==> config.mk <==
export PLATFORM = sky130hd
export DESIGN_NAME = mem_access_stage
export DESIGN_NICKNAME = d
export VERILOG_FILES = /design/src/rtl/mem_access_stage_pkg.sv /design/src/rtl/mem_lane_align.sv /design/src/rtl/mem_access_stage.sv
export SDC_FILE = /design/constraint.sdc
export NUM_CORES = 1
export LEC_CHECK = 0
export ABC_AREA = 1
export CORE_UTILIZATION = 38
export CTS_BUF_LIST = sky130_fd_sc_hd__clkbuf_8
export DETAILED_ROUTE_END_ITERATION = 12
export GPL_ROUTABILITY_DRIVEN = 0
export PLACE_DENSITY = 0.69
export SLEW_MARGIN = 20
export SYNTH_ARGS = -nofsm -noshare
export SYNTH_HDL_FRONTEND = slang
export SYNTH_HIERARCHICAL = 1
export SYNTH_SLANG_ARGS = --single-unit
==> constraint.sdc <==
create_clock -name clk -period 2 [get_ports clk]
set_clock_uncertainty 0.1 [all_clocks]
set_input_delay 0.4 -clock clk [delete_from_list [all_inputs] [get_ports clk]]
set_output_delay 0.4 -clock clk [all_outputs]
set_load 0.02 [all_outputs]
==> src/rtl/mem_access_stage_pkg.sv <==
// Shared types for the MEM stage: EX->MEM and MEM->WB stage records, FSM states, RV32I load/store size codes.
package mem_access_stage_pkg;

   localparam int MEM_XLEN = 32;

   localparam logic [2:0] F3_B  = 3'b000;
   localparam logic [2:0] F3_H  = 3'b001;
   localparam logic [2:0] F3_W  = 3'b010;
   localparam logic [2:0] F3_BU = 3'b100;
   localparam logic [2:0] F3_HU = 3'b101;

   typedef enum logic [1:0] {
      IDLE    = 2'd0,
      REQ     = 2'd1,
      WAIT_RD = 2'd2,
      RESP    = 2'd3
   } mem_state_e;

   typedef struct packed {
      logic       is_load;
      logic [2:0] funct3;
      logic [1:0] addr_lo;
      logic [4:0] rd_addr;
   } ex_mem_t;

   typedef struct packed {
      logic                valid;
      logic                wr_en;
      logic [4:0]          rd_addr;
      logic [MEM_XLEN-1:0] data;
      logic                err;
   } mem_wb_t;

   // x0 is hardwired to zero, so it never takes a write.
   function automatic logic rd_writes(input logic [4:0] rd);
      return (rd != 5'd0);
   endfunction

endpackage

==> src/rtl/mem_lane_align.sv <==
// Combinational RV32I lane logic: store byte placement/enables, access legality, load lane extraction/extension.
module mem_lane_align
   import mem_access_stage_pkg::*;
(
   input  logic        req_is_load,
   input  logic        req_is_store,
   input  logic [2:0]  req_funct3,
   input  logic [1:0]  req_addr_lo,
   input  logic [31:0] req_store_data,
   output logic [3:0]  req_be,
   output logic [31:0] req_wdata,
   output logic        req_err,
   input  logic [2:0]  rsp_funct3,
   input  logic [1:0]  rsp_addr_lo,
   input  logic [31:0] rsp_rdata,
   output logic [31:0] rsp_load_data
);

   logic        illegal_s;
   logic        misalign_s;
   logic [31:0] lane_s;

   // Store data is replicated across lanes so the RAM only needs the byte enables.
   always_comb begin
      req_be    = 4'hF;
      req_wdata = req_store_data;
      case (req_funct3)
         F3_B: begin
            req_be    = 4'b0001 << req_addr_lo;
            req_wdata = {4{req_store_data[7:0]}};
         end
         F3_H: begin
            req_be    = req_addr_lo[1] ? 4'b1100 : 4'b0011;
            req_wdata = {2{req_store_data[15:0]}};
         end
         default: begin
            req_be    = 4'hF;
            req_wdata = req_store_data;
         end
      endcase
   end

   // Unsigned sizes exist only for loads; a load+store op is never legal.
   always_comb begin
      illegal_s  = 1'b0;
      misalign_s = 1'b0;
      case (req_funct3)
         F3_B:  misalign_s = 1'b0;
         F3_H:  misalign_s = req_addr_lo[0];
         F3_W:  misalign_s = (req_addr_lo != 2'b00);
         F3_BU: illegal_s  = req_is_store;
         F3_HU: begin
            illegal_s  = req_is_store;
            misalign_s = req_addr_lo[0];
         end
         default: illegal_s = 1'b1;
      endcase
      req_err = (req_is_load || req_is_store) &&
                (illegal_s || misalign_s || (req_is_load && req_is_store));
   end

   assign lane_s = rsp_rdata >> {rsp_addr_lo, 3'b000};

   // Word loads are always aligned, so the shifted lane equals the raw word.
   always_comb begin
      case (rsp_funct3)
         F3_B:    rsp_load_data = {{24{lane_s[7]}}, lane_s[7:0]};
         F3_BU:   rsp_load_data = {24'd0, lane_s[7:0]};
         F3_H:    rsp_load_data = {{16{lane_s[15]}}, lane_s[15:0]};
         F3_HU:   rsp_load_data = {16'd0, lane_s[15:0]};
         default: rsp_load_data = lane_s;
      endcase
   end

endmodule

==> src/rtl/mem_access_stage.sv <==
// MEM pipeline stage: RV32I load/store to data RAM, pass-through of non-memory results to writeback.
// Optional macro MEM_STAGE_FWD_EN adds combinational forwarding outputs mirroring the writeback port.
module mem_access_stage
   import mem_access_stage_pkg::*;
#(
   parameter int XLEN       = 32,
   parameter int RAM_ADDR_W = 32
) (
   input  logic                  clk,
   input  logic                  reset,
   input  logic                  ex_valid,
   output logic                  ex_ready,
   input  logic                  ex_is_load,
   input  logic                  ex_is_store,
   input  logic [2:0]            ex_funct3,
   input  logic [XLEN-1:0]       ex_alu_result,
   input  logic [XLEN-1:0]       ex_store_data,
   input  logic [4:0]            ex_rd_addr,
   output logic                  ram_req,
   output logic                  ram_we,
   output logic [RAM_ADDR_W-1:0] ram_addr,
   output logic [XLEN-1:0]       ram_wdata,
   output logic [3:0]            ram_be,
   input  logic                  ram_ready,
   input  logic                  ram_rvalid,
   input  logic [XLEN-1:0]       ram_rdata,
   output logic                  wb_valid,
   output logic                  wb_wr_en,
   output logic [4:0]            wb_rd_addr,
   output logic [XLEN-1:0]       wb_data,
   output logic                  mem_err
`ifdef MEM_STAGE_FWD_EN
   ,
   output logic                  fwd_valid,
   output logic [4:0]            fwd_rd_addr,
   output logic [XLEN-1:0]       fwd_data
`endif
);

   mem_state_e            state_r;
   mem_state_e            state_n;
   ex_mem_t               ex_mem_r;
   mem_wb_t               wb_r;
   logic                  ex_ready_r;
   logic                  ram_req_r;
   logic                  ram_we_r;
   logic [RAM_ADDR_W-1:0] ram_addr_r;
   logic [XLEN-1:0]       ram_wdata_r;
   logic [3:0]            ram_be_r;

   logic                  accept_s;
   logic                  mem_op_s;
   logic                  err_s;
   logic [3:0]            be_s;
   logic [XLEN-1:0]       wdata_s;
   logic [XLEN-1:0]       load_data_s;

   assign accept_s = ex_valid && ex_ready_r;
   assign mem_op_s = ex_is_load || ex_is_store;

   // Request side sees the incoming op; response side sees the latched op.
   mem_lane_align u_align (
      .req_is_load    (ex_is_load),
      .req_is_store   (ex_is_store),
      .req_funct3     (ex_funct3),
      .req_addr_lo    (ex_alu_result[1:0]),
      .req_store_data (ex_store_data),
      .req_be         (be_s),
      .req_wdata      (wdata_s),
      .req_err        (err_s),
      .rsp_funct3     (ex_mem_r.funct3),
      .rsp_addr_lo    (ex_mem_r.addr_lo),
      .rsp_rdata      (ram_rdata),
      .rsp_load_data  (load_data_s)
   );

   // Next-state logic.
   always_comb begin
      state_n = state_r;
      case (state_r)
         IDLE: begin
            if (accept_s) begin
               state_n = (mem_op_s && !err_s) ? REQ : RESP;
            end else begin
               state_n = IDLE;
            end
         end
         REQ: begin
            if (ram_ready) begin
               state_n = ex_mem_r.is_load ? WAIT_RD : RESP;
            end else begin
               state_n = REQ;
            end
         end
         WAIT_RD: begin
            if (ram_rvalid) begin
               state_n = RESP;
            end else begin
               state_n = WAIT_RD;
            end
         end
         RESP:    state_n = IDLE;
         default: state_n = IDLE;
      endcase
   end

   // State register.
   always_ff @(posedge clk) begin
      if (reset) begin
         state_r <= IDLE;
      end else begin
         state_r <= state_n;
      end
   end

   // Registered RAM and writeback outputs; writeback fields load on entry to RESP.
   always_ff @(posedge clk) begin
      if (reset) begin
         ex_ready_r  <= 1'b1;
         ex_mem_r    <= '0;
         wb_r        <= '0;
         ram_req_r   <= 1'b0;
         ram_we_r    <= 1'b0;
         ram_addr_r  <= '0;
         ram_wdata_r <= '0;
         ram_be_r    <= 4'h0;
      end else begin
         ex_ready_r <= (state_n == IDLE);
         wb_r.valid <= 1'b0;
         wb_r.err   <= 1'b0;
         case (state_r)
            IDLE: begin
               if (accept_s) begin
                  ex_mem_r.is_load <= ex_is_load;
                  ex_mem_r.funct3  <= ex_funct3;
                  ex_mem_r.addr_lo <= ex_alu_result[1:0];
                  ex_mem_r.rd_addr <= ex_rd_addr;
                  if (mem_op_s && !err_s) begin
                     ram_req_r   <= 1'b1;
                     ram_we_r    <= ex_is_store;
                     ram_addr_r  <= {ex_alu_result[RAM_ADDR_W-1:2], 2'b00};
                     ram_wdata_r <= ex_is_store ? wdata_s : '0;
                     ram_be_r    <= ex_is_store ? be_s : 4'hF;
                  end else begin
                     wb_r.valid   <= 1'b1;
                     wb_r.wr_en   <= !err_s && rd_writes(ex_rd_addr);
                     wb_r.rd_addr <= ex_rd_addr;
                     wb_r.data    <= ex_alu_result;
                     wb_r.err     <= err_s;
                  end
               end
            end
            REQ: begin
               if (ram_ready) begin
                  ram_req_r <= 1'b0;
                  if (!ex_mem_r.is_load) begin
                     wb_r.valid   <= 1'b1;
                     wb_r.wr_en   <= 1'b0;
                     wb_r.rd_addr <= ex_mem_r.rd_addr;
                     wb_r.data    <= '0;
                  end
               end
            end
            WAIT_RD: begin
               if (ram_rvalid) begin
                  wb_r.valid   <= 1'b1;
                  wb_r.wr_en   <= rd_writes(ex_mem_r.rd_addr);
                  wb_r.rd_addr <= ex_mem_r.rd_addr;
                  wb_r.data    <= load_data_s;
               end
            end
            default: ;
         endcase
      end
   end

   assign ex_ready   = ex_ready_r;
   assign ram_req    = ram_req_r;
   assign ram_we     = ram_we_r;
   assign ram_addr   = ram_addr_r;
   assign ram_wdata  = ram_wdata_r;
   assign ram_be     = ram_be_r;
   assign wb_valid   = wb_r.valid;
   assign wb_wr_en   = wb_r.wr_en;
   assign wb_rd_addr = wb_r.rd_addr;
   assign wb_data    = wb_r.data;
   assign mem_err    = wb_r.err;

`ifdef MEM_STAGE_FWD_EN
   assign fwd_valid   = wb_r.valid && wb_r.wr_en;
   assign fwd_rd_addr = wb_r.rd_addr;
   assign fwd_data    = wb_r.data;
`endif

endmodule

# == Yosys cells after proc, flatten, opt, wreduce, memory -nomap -nowiden ==
# Cells that the tools add are included.
# W data, S select, Z words.
# word_totals
inputBits,111
ff_bits,122
out_inout_bits,111
wordCells,86
# classes
eq_ne,16
reduce_logical,26
n_shift,2
muxes,24
n_bitwise,2
# ops
operator,count
$pmux W32 S4,1
$mux W39,3
$pmux W39 S3,1
$mux W40,2
$pmux W32 S2,1
$mux W32,1
$shr A32 B5 Y32,1
$eq A3 B3 Y1 const B,4
$ne A2 B2 Y1 const B,6
$reduce_bool A5 Y1,2
$mux W4,2
$pmux W2 S4,1
$pmux W4 S2,1
$eq A3 B1 Y1 const B,2
$logic_not A3 Y1,2
$mux W2,3
$pmux W1 S2,3
$reduce_and A6 Y1,1
$logic_and A1 B1 Y1,5
$mux W1,5
$eq A2 B2 Y1 const B,2
$logic_not A2 Y1,2
$reduce_and A4 Y1,1
$reduce_bool A2 Y1,2
12 further kinds,16

# == Depth between registers and ports, before layout ==
# logic_depth
depth_word,12
ltp_mapped,16
depth_no_buf,14

# == By module ==
# Netlist, hierarchy kept.
# by_module_without_submodules
mod,seq_area_each_um2,cells_per_inst,instances,area_each_um2
mem_access_stage,2442.3,693,1,4958.5
mem_lane_align,0.0,267,1,1405.1

# == Least setup slack after synthesis ==
# Ideal clock, no wire load.
# synth_path
kind,input-to-reg
start,input port ex_funct3[2]
end,"register wb_r, in the netlist wb_data[14]"
stages,15
t_arrival_ns,1.678
setup_time_ns,0.070
path_buffers,2
path_slack_ns,0.151
path_cell_list,inv_1 nand2_1 nand2_1 nand3_1 nand2_1 inv_1 inv_1 o21ai_4 nand2_1 nand2_1 nand2_1 buf_2 buf_2 nand2_1 a21oi_1
# synth_via
elab_chain_len,10
word_cells_on_any_way,17
classes_between,eq/ne (5); mux (2); reduce/logical (10)
# synth_lines
item,line_no,rtl
start: declaration,mem_access_stage.sv:15,"input logic [2:0] ex_funct3,"
"$eq A3 B1 Y1, or another cell as far along",mem_lane_align.sv:47,case (req_funct3)
$reduce_or A3 Y1 (no line) or $reduce_or A2 Y1 (tied branches),-,
$pmux W1 S2,mem_lane_align.sv:47,
$logic_or A1 B1 Y1 * (2 in a row),mem_lane_align.sv:59,(illegal_s || misalign_s || (req_is_load && req_is_store));
$logic_and A1 B1 Y1 *,mem_lane_align.sv:58,req_err = (req_is_load || req_is_store) &&
via err_s,mem_access_stage.sv:53,logic err_s;
$logic_not A1 Y1 *,mem_access_stage.sv:138,if (mem_op_s && !err_s) begin
$logic_and A1 B1 Y1 *,mem_access_stage.sv:138,
$ne A2 B2 Y1 (no line) *,-,
$reduce_and A6 Y1 (no line) *,-,
end: declaration,mem_access_stage.sv:43,mem_wb_t wb_r;
# The timed path passes the listed nets; every way through them passes the cells marked *.
# A chain may end at the register's enable or synchronous reset.

# == Worst setup path in the final report ==
# layout_path
start,register ram_wdata_r[14] (netlist: ram_wdata[14])
end,output port ram_wdata[14]
# layout_rtl
item,line_no,rtl
start: declaration,mem_access_stage.sv:48,logic [XLEN-1:0] ram_wdata_r;
start signal: assignment,mem_access_stage.sv:142,ram_wdata_r <= ex_is_store ? wdata_s : '0;
end: declaration,mem_access_stage.sv:22,"output logic [XLEN-1:0] ram_wdata,"
# No word-level cell between the ends.

==> impl_metrics.toml <==
[status]
status = "finished clean"

[sta]
fin_setup_tns_ns = 0
setup_violations = 0
fmax_mhz = 517
slew_violations = 0
hold_viol = 0
worstMarginPinSlew_ns = 0.589
slew_headroom_pct = 60.7
fin_crit_ns = 1.93
finalCritPeriodShare_pct = 96.7

[power]
powerDensity_mw_per_mm2 = 1150
p_leak_nw = 4.03
max-vdd-ir-drop_mv = 0.669
total_power_mw = 11.0

[floorplan]
initial_utilization_pct = 39.5
io_pins = 222
die_w_um = 131
fp.dieH_um = 131
rows = 46
die-area_mm2 = 0.0173
coreArea_mm2 = 0.0161

[logic_synthesis]
yosysSeqAreaShare_pct = 38.4
netlist.area_leader.share_pct = 38.4
netlist_top_cells_area = "dfxtp_1 38%, nand2_1 19%, a21oi_1 7.9%"
syn-cell-area_mm2 = 0.00636
yosysTopAreaCell = "dfxtp_1"
syn_inst = 960
yosysMostFrequentCell = "nand2_1"
synthFlopType = "dfxtp_1"
synthTopCellsByCount = "319 x nand2_1, 122 x dfxtp_1, 100 x a21oi_1"
async_flop_share_pct = 0
yosysWarnings = 6
yosys.cell_types.count = 33
syn_area_per_cell_um2 = 6.63
synth-seq-cells = 122
synth-edff-count = 0

[grt]
met1_usage_pct = 34.6
track_usage_pct = 25.0
grt_use_met2_pct = 38.0
grt_overflow = 0
grt_pass1_wl_mm = 34.7
grt_max_degree = 53
grt_pass1_vias = 6519
antenna_found_initial = 3
grt_most_used_layer = "met2"
use_met3_pct = 5.44

[setup_path]
required_ns = 1.50
crit_path_cell_trace = "clkdlybuf4s50_1"
arrival_ns = 1.43
crit_family = "buffers and inverters"
crit_fanout = 2
cp_slowest_cell = "clkdlybuf4s50_1"
worst_r2r_startpoint = "state_r[0]"
reg2reg_slack_ns = 0.10
max_stage_delay_ns = 0.63
startpoint_type = "register"
startpoint = "ram_wdata[14]"
worst-setup-path-type = "register to output pin"
crit_path_end_kind = "output pin"
crit_buf_inv = 1

[place]
dp_hpwl_mm = 15.6
port_buffers = 219

[cts]
clockRootBuffer = "clkbuf_8"
clock_latency_ns = 0.44
numCtsBuffers = 17
htree_num_levels = 4
cts_buffer_depth = 2
holdBufCountCts = 0
cts_sinks = 122
cts_tree = "built"
cts.clk_slew.worst_paths_ns = 0.08

[route]
drt_iter0_markers = 722
drc_errors = 0
firstDrtPassIters = 6
wl_mm = 22.6
ant_nets = 0
routed_via_density = 5.13
dr_total_vias = 7229
routedWlPerCell_um = 16.1

[layout]
fill_cells = 1506
drive_gt1_share_pct = 11.8
seqCellArea_mm2 = 0.00244
multiInputGateArea_mm2 = 0.00337
syn_to_final_growth_pct = 50.1
fin_nets = 1295

[min_path]
hold_class = "input port to register"
hold_start = "reset"

[flow_run]
max-cap-violations = 0
-- per-layer routing --
layer | wire length [um] | vias up | share of wire (%)
met1 | 10100 | 3345 | 45
met2 | 10100 | 309 | 45
met3 | 1730 | 42 | 7.6
met5 | 13 | - | 0.057
met4 | 631 | 2 | 2.8
li1 | - | 3531 | -
-- placed cells by master, fill, tap and decap left out, types with 6 or more instances in the layout --
| cell | netlist | final |
|---|---|---|
| nand2_1 | 319 | 315 |
| clkdlybuf4s50_1 | 0 | 212 |
| dfxtp_1 | 122 | 120 |
| a21oi_1 | 100 | 93 |
| nor2_1 | 93 | 89 |
| nand3_1 | 86 | 86 |
| o21ai_0 | 63 | 61 |
| inv_1 | 35 | 37 |
| buf_4 | 15 | 34 |
| clkbuf_8 | 0 | 20 |
| nand3_2 | 16 | 16 |
| o211ai_1 | 12 | 12 |
| buf_12 | 1 | 11 |
| a21oi_2 | 0 | 7 |
| nand2_2 | 4 | 7 |
| inv_2 | 5 | 6 |
| dlymetal6s2s_1 | 0 | 6 |
-- per-stage QoR --
step | utilization (%) | hold WS, ns | std cells | worst slack (ns) | area (um2)
2_1_floorplan | - | 0.341 | 961 | 0.151 | 6370
3_3_place_gp | 54.7 | 0.341 | 1365 | -0.494 | 8810
3_5_place_dp | 54.7 | 0.347 | 1365 | -0.501 | 8810
4_1_cts | 57.3 | 0.117 | 1396 | -0.0000606 | 9230
5_1_grt | 59.3 | 0.124 | 1408 | -0.0215 | 9550
6_report | 59.3 | 0.127 | 1408 | 0.0657 | 9550
-- what timing repair did --
| action | in CTS | in global routing |
|---|---|---|
| hold endpoints to repair | 0 | 0 |
| pin swaps | 1 | 8 |
| endpoints found under the setup margin | 22 | 106 |
| resized for setup | 3 | 43 |
| gates cloned | 0 | 7 |
| setup buffers | 1 | 3 |
-- kinds of logic (layout without fill, tap and decap cells) --
family	Yosys count	in the layout	share of synthesized area, %
DFF	122	122	38.4
and+or+nand+nor	531	531	35.9
other	1	4	0.0589
AOI/OAI and AO/OA	181	181	15.0
buffers and inverters	120	349	9.75
adders and majority gates	5	5	0.983
-- worst paths after layout --
path,to,cells past startpoint
worst max-delay path,ram_wdata[14],1
worst min-delay path,state_r[0],2
worst max register to register,wb_data[29],12
worst min register to register,ram_req,2
-- layout make-up --
type / count / area share [%]
multi-input cells: 719 / 35.3
repair buffers: 276 / 30.1
flip-flops and latches: 122 / 25.6
clock buffers: 20 / 2.88
well taps: 216 / 2.83
inverters: 43 / 1.82
clock inverters: 10 / 1.35
diodes: 2 / 0.0524
-- power breakdown --
group,switching [mW],internal [mW]
clock network,0.967,1.30
registers,0.219,2.80
logic,3.25,2.44
-- flip-flops by register name, indices dropped and copies added (netlist names), 2 cells and up --
register / flops
ram_wdata: 32
wb_rd_addr: 5
ram_be: 4
ex_mem_r: 11
state_r: 2
ram_addr: 30
wb_data: 32
Power figures use the tool's default switching activity.
